## src/rtl/mux_4to1_rr_arb.sv

```systemverilog
// mux_4to1_rr_arb
//   Merges four valid/ready source channels onto one registered output
//   stream. Sources are served round-robin; once a channel's packet is
//   started (beat with in_last=0) the arbiter stays on that channel until
//   its last beat. The output stage is a single registered beat that can be
//   refilled in the same cycle it drains.
//
// Ports
//   clk        single clock, all state updates on posedge
//   rst        synchronous, active-high reset
//   in_data    4*WIDTH  channel k data at in_data[k*WIDTH +: WIDTH]
//   in_valid   4        channel k presents a beat
//   in_last    4        channel k beat ends its packet
//   in_ready   4        one-hot accept strobe (valid & ready handshake)
//   out_data   WIDTH    registered beat data
//   out_sel    2        source channel of out_data
//   out_last   1        registered last flag
//   out_valid  1        output register holds a beat
//   out_ready  1        sink takes the beat when out_valid & out_ready
module mux_4to1_rr_arb #(
   parameter int WIDTH = 8
) (
   input  logic               clk,
   input  logic               rst,
   input  logic [4*WIDTH-1:0] in_data,
   input  logic [3:0]         in_valid,
   input  logic [3:0]         in_last,
   output logic [3:0]         in_ready,
   output logic [WIDTH-1:0]   out_data,
   output logic [1:0]         out_sel,
   output logic               out_last,
   output logic               out_valid,
   input  logic               out_ready
);

   typedef enum logic {
      UNLOCKED = 1'b0,
      LOCKED   = 1'b1
   } state_t;

   state_t     state, state_nxt;
   logic [1:0] ptr, ptr_nxt;
   logic [1:0] lock_ch, lock_ch_nxt;

   logic             load;
   logic             gnt_any;
   logic [1:0]       gnt;
   logic [2:0]       rr_res;
   logic [WIDTH-1:0] ch_data [4];

   logic [WIDTH-1:0] data_p0;
   logic [1:0]       sel_p0;
   logic             last_p0;
   logic             vld_p0;

   // Returns {found, channel}: first requester scanning start, start+1, ...
   // with 2-bit wraparound. The loop runs from the farthest offset down so
   // the nearest requester is the one left in pick.
   function automatic logic [2:0] rr_pick(input logic [3:0] req,
                                          input logic [1:0] start);
      logic [2:0] pick;
      logic [1:0] c;
      pick = 3'b000;
      for (int i = 3; i >= 0; i--) begin
         c = start + 2'(i);
         if (req[c]) pick = {1'b1, c};
      end
      return pick;
   endfunction

   always_comb begin
      for (int k = 0; k < 4; k++) ch_data[k] = in_data[k*WIDTH +: WIDTH];
   end

   // Arbitration and next-state. Grant only when the output register can
   // take a beat this cycle; in_ready never feeds back into itself.
   always_comb begin
      load        = ~vld_p0 | out_ready;
      rr_res      = rr_pick(in_valid, ptr);
      gnt_any     = 1'b0;
      gnt         = 2'd0;
      state_nxt   = state;
      ptr_nxt     = ptr;
      lock_ch_nxt = lock_ch;

      if (!rst && load) begin
         if (state == LOCKED) begin
            if (in_valid[lock_ch]) begin
               gnt_any = 1'b1;
               gnt     = lock_ch;
            end
         end else if (rr_res[2]) begin
            gnt_any = 1'b1;
            gnt     = rr_res[1:0];
         end
      end

      if (gnt_any) begin
         if (in_last[gnt]) begin
            state_nxt = UNLOCKED;
            ptr_nxt   = gnt + 2'd1;
         end else begin
            state_nxt   = LOCKED;
            lock_ch_nxt = gnt;
         end
      end

      in_ready = gnt_any ? (4'b0001 << gnt) : 4'b0000;
   end

   always_ff @(posedge clk) begin
      if (rst) begin
         state   <= UNLOCKED;
         ptr     <= 2'd0;
         lock_ch <= 2'd0;
      end else begin
         state   <= state_nxt;
         ptr     <= ptr_nxt;
         lock_ch <= lock_ch_nxt;
      end
   end

   // ---- stage p0: output register (accept -> out_valid in one cycle) ----
   always_ff @(posedge clk) begin
      if (rst) begin
         vld_p0  <= 1'b0;
         data_p0 <= '0;
         sel_p0  <= 2'd0;
         last_p0 <= 1'b0;
      end else if (gnt_any) begin
         vld_p0  <= 1'b1;
         data_p0 <= ch_data[gnt];
         sel_p0  <= gnt;
         last_p0 <= in_last[gnt];
      end else if (load) begin
         // Drained with nothing to refill: payload holds, only valid drops.
         vld_p0 <= 1'b0;
      end
   end

   assign out_data  = data_p0;
   assign out_sel   = sel_p0;
   assign out_last  = last_p0;
   assign out_valid = vld_p0;

endmodule

```

## config.mk

```make
export PLATFORM = sky130hd
export DESIGN_NAME = mux_4to1_rr_arb
export DESIGN_NICKNAME = d
export VERILOG_FILES = /design/src/rtl/mux_4to1_rr_arb.sv
export SDC_FILE = /design/constraint.sdc
export NUM_CORES = 1
export LEC_CHECK = 0
export ABC_AREA = 1
export CORE_MARGIN = 2
export CORE_UTILIZATION = 37
export DETAILED_ROUTE_END_ITERATION = 12
export PLACE_DENSITY = 0.76
export SLEW_MARGIN = 5
export SYNTH_ARGS = -nofsm -noshare
export SYNTH_HDL_FRONTEND = slang
export SYNTH_SLANG_ARGS = --single-unit
```

## constraint.sdc

```tcl
create_clock -name clk -period 2.2 [get_ports clk]
set_input_delay 0.44 -clock clk [delete_from_list [all_inputs] [get_ports clk]]
set_output_delay 0.44 -clock clk [all_outputs]
set_load 0.02 [all_outputs]
```

# After elaboration in Yosys (flattened, before gate mapping)
# Index checks and enable logic that the tools add are counted.
# op_classes
addsub	4
magnitude_cmp	7
muxes	31
shifts	1
bitwise	4
reduce_logical	5
# op_table
operator	count
$lt A2 B3 Y1 const B	6
$bmux W8 S2	1
$mux W8	2
$mux W1	13
$bmux W1 S2	6
$mux W3	4
$mux W2	4
$add A2 B1 Y2 const B	2
$add A2 B2 Y2 const B	2
$mux W4	1
$reduce_and A2 Y1	2
$shl A1 B2 Y4 const A	1
$ge A3 B3 Y1 const B	1
$not A2 Y3	1
$not A1 Y1	2
$reduce_bool A2 Y1	1
$logic_and A1 B1 Y1	1
$logic_not A1 Y1	1
$or A1 B1 Y1	1
# word_totals
regBits	17
in_bits	43

# Longest topological paths before layout
# logic_depth
ltp_word	14
mapped_depth	17
ltp_nobuf	17

# Least setup slack after synthesis
# Ideal clock, no wire load.
# synth_path
kind	input -> output
from	in in_valid[1]
to	out in_ready[1]
path_buffers	1
stages	14
t_arrival_ns	1.948
path_slack_ns	-0.188
cell_sequence	inv_1 o21ai_0 nand2_1 nand3_1 nand2_1 nand2_1 nand3_1 nand2_1 nand2_4 inv_2 buf_6 ha_1 inv_1 nor2_1
# synth_between
elab_chain_cells	11
elab_cells_between_ends	24
# synth_rtl
item	line_no	source
from (decl)	26	input logic [3:0] in_valid,
$bmux W1 S2	66	if (req[c]) pick = {1'b1, c};
$mux W1 (implied by the code)	66	
$mux W3 (4 in series)	66	
$mux W2	92	end else if (rr_res[2]) begin
$mux W2 (*)	87	if (state == LOCKED) begin
$mux W2 (*)	86	if (!rst && load) begin
named net gnt[0]	47	logic [1:0] gnt;
$shl A1 B2 Y4 (*)	108	in_ready = gnt_any ? (4'b0001 << gnt) : 4'b0000;
$mux W4 (*)	108	
to (decl)	28	output logic [3:0] in_ready,
# The timed path passes the listed nets; every way through them passes the cells marked *. The select of a mux whose other input is x is not followed.

# Worst setup path after layout
# layout_path
from	reg ptr[0]
to	out in_ready[0]
# layout_between
elab_chain_cells	12
elab_cells_between_ends	23
# layout_rtl
item	line_no	source
from (decl)	42	logic [1:0] ptr, ptr_nxt;
from (signal assigned)	118	ptr <= ptr_nxt;
$add A2 B2 Y2	65	c = start + 2'(i);
$bmux W1 S2	66	
$mux W1 (implied by the code)	66	
$mux W3 (3 in series)	66	
$mux W3 (*)	66	
$mux W2	92	
$mux W2	87	
$mux W2	86	
$shl A1 B2 Y4	108	
$mux W4 (*)	108	
# Every way passes the cells marked *; elsewhere a longest branch is shown, timed or not. The select of a mux whose other input is x is not followed.

==> results.ini <==
[status]
status=finished with violations
violations=negative setup slack

[setup_path]
slowest_delay_ns=0.44
crit_top_cell=nand2_4
endpoint_kind=output pin
crit_path_top_delay_cell=dfxtp_4
startpoint_type=register
crit_path_max_fanout=7
crit_required_ns=1.76
critPathKind=reg -> out
crit_chain=inv_8 -> nand2_4 -> nand2_2 -> nand2_1 -> nand3_2 -> nor2_2 -> nand3_2 -> nand2_4 -> nor2_8 -> nand2_4 -> buf_6 -> ha_4 -> inv_2 -> nor2_4 -> buf_6
cp_data_arrival_time_ns=2.02

[floorplan]
rows=21
start_util=0.386
dieWidth_um=63.2
die_area_um2=4000
top_level_ports=59
die_h_um=63.2
core_um2=3360

[pwr]
peakVddDrop_mv=0.550
power_switching_w=0.00112
clkPwrFrac=0.071
totalPowerFinal_w=0.00248
p_int_w=0.00136
p_per_area_nw_per_um2=1020
p_seq_frac=0.210
switching_share=0.451
pwr-share-comb=0.718
power.leakage_nw=1.16

[yosys]
synthCells=214
syn_avg_cell_area_um2=6.07
synth_cell_types=22
ys.warnings.count=0
synth_largest_area_cell=dfxtp_1
synth_fp_nets=261
synth_area_leaders=dfxtp_1, nand2_1, nand3_1
yosysSeqAreaShare=0.262
yosysTopAreaCellShare=0.262
syn-cell-area_um2=1300
synth_seq_cells=17

[min_path]
hold_class=reg -> reg

[cells_and_area]
finish.utilization=0.722
fin_area_um2=2430
fillerInstances=291
multi_input_area_um2=976
antenna_cells=0
final_cell_mix=nand2_1, clkdlybuf4s50_1, nand3_1
syn2layout_area_growth_pct=87.0
layout-drive-gt1-share=0.345
layout_commonest_cell=nand2_1
seq_area_um2=345
nets=358

[route]
route.met3.wl_um=231
wl_per_cell_um=12.0
drc=0
final_antenna_net_count=0
dr.max_layer_used=met4
viasPerCell=4.72
drt-met1-wl_mm=1.80
wl_mm=4.26
drtIter0Drc=63
wl_met2_mm=2.19
dr.pass1.iters=4
num_vias=1680

[global_routing]
grt_pass1_wl_mm=7.18
grt_max_degree=16
grt_pass1_vias=1673
grt_antenna_before_repair=0
overflow=0
grt_use_total=0.222

[clocking]
path_clk_slew_ns=0.11
root_buffer=clkbuf_4
cts_hold_buffers=0
htree_levels=1
clkSinkCount=17
cts_tree=done
cts_buffer_depth=2
clock_latency_ns=0.29
cts_buffers=3

[sta]
skew_ns=0.00441
max_freq_mhz=406
finalHoldViolCount=0
setup_ws_ns=-0.263
slew-limit-headroom=0.811
holdWs_ns=0.476
setup_viol=4
drv_slew=0
rsz0062_at_grt=true
period_minus_slack_ns=2.46
tightest_slew_ns=0.280
finalCritPeriodShare=1.12

[flow_run]
cap_viol_max_count=0

[placed_design]
hpwl_mm=3.09
globalplace.congestion=0.835
dpl_worst_slack_ns=-0.988
place_area_um2=2160
io_buffers=58

==> power groups by stage <==
| stage | clock (W) | combinational [W] | sequential [W] |
|---|---|---|---|
| floorplan | 0 | 0.000741 | 0.000617 |
| global placement | 0 | 0.00149 | 0.000508 |
| detailed placement | 0 | 0.00150 | 0.000511 |
| CTS | 0.000176 | 0.00166 | 0.000515 |
| global route | 0.000196 | 0.00195 | 0.000537 |
| finish | 0.000177 | 0.00178 | 0.000521 |
==> layout make-up <==
class                   count  area share
multi-input cells         163       0.402
repair buffers            100       0.377
inverters                  26      0.0443
flip-flops and latches     17       0.142
clock buffers               4      0.0108
well taps                  46      0.0237
==> metrics by stage <==
step | instances | setup TNS, ns
2_1_floorplan | 214 | 0
3_3_place_gp | 342 | -6.37
3_5_place_dp | 342 | -7.18
4_1_cts | 352 | -0.913
5_1_grt | 356 | -1.69
6_report | 356 | -1.00
==> cells in the mapped netlist (all sizes together) <==
cell type / number
a21oi: 4
buf: 6
clkbuf: 2
dfxtp: 17
ha: 4
inv: 26
nand2: 84
nand3: 53
nand3b: 1
nand4: 1
nor2: 10
o211ai: 1
o21ai: 4
o31ai: 1
==> sequential cells by signal, summed over array words and instances (netlist names) <==
name / flops
lock_ch: 2
state: 1
out_data: 8
out_valid: 1
out_sel: 2
out_last: 1
ptr: 2
==> worst max-delay path: cells and delay by family (launching register included) <==
| family | cells | cell delay (ns) |
|---|---|---|
| fa+ha+maj | 1 | 0.12 |
| buf+inv | 4 | 0.34 |
| flops | 1 | 0.44 |
| simple gates | 10 | 0.82 |
==> routing by layer <==
metal | GRT usage | vias to the layer above
met3 | 0.0446 | 4
met4 | 0.0734 | 0
li1 | - | 874
met2 | 0.392 | 49
met1 | 0.267 | 753
met5 | 0 | -
==> repair_timing <==
item | in CTS | in global routing
endpoints found under the setup margin | 6 | 9
setup buffers | 6 | 4
cloned | 0 | 0
resized for setup | 63 | 19
pin swaps | 14 | 9
==> worst paths after layout <==
path | start | to | slack (ns) | cells past startpoint
max reg2reg | ptr[0] | ptr[1] | 0.12 | 19
min | out_data[3] | out_data[3] | 0.48 | 2
max | ptr[0] | in_ready[0] | -0.26 | 15
min reg2reg | out_data[3] | out_data[3] | 0.48 | 2
==> logic make-up (layout without fill, tap and decap cells) <==
logic type | count (synthesis) | in the layout | synth area share
buffers and inverters | 34 | 130 | 0.118
AOI/OAI and AO/OA | 10 | 10 | 0.0424
and+or+nand+nor | 149 | 149 | 0.540
DFF | 17 | 17 | 0.262
adders and majority gates | 4 | 4 | 0.0385
Power figures use the tool's default switching activity.
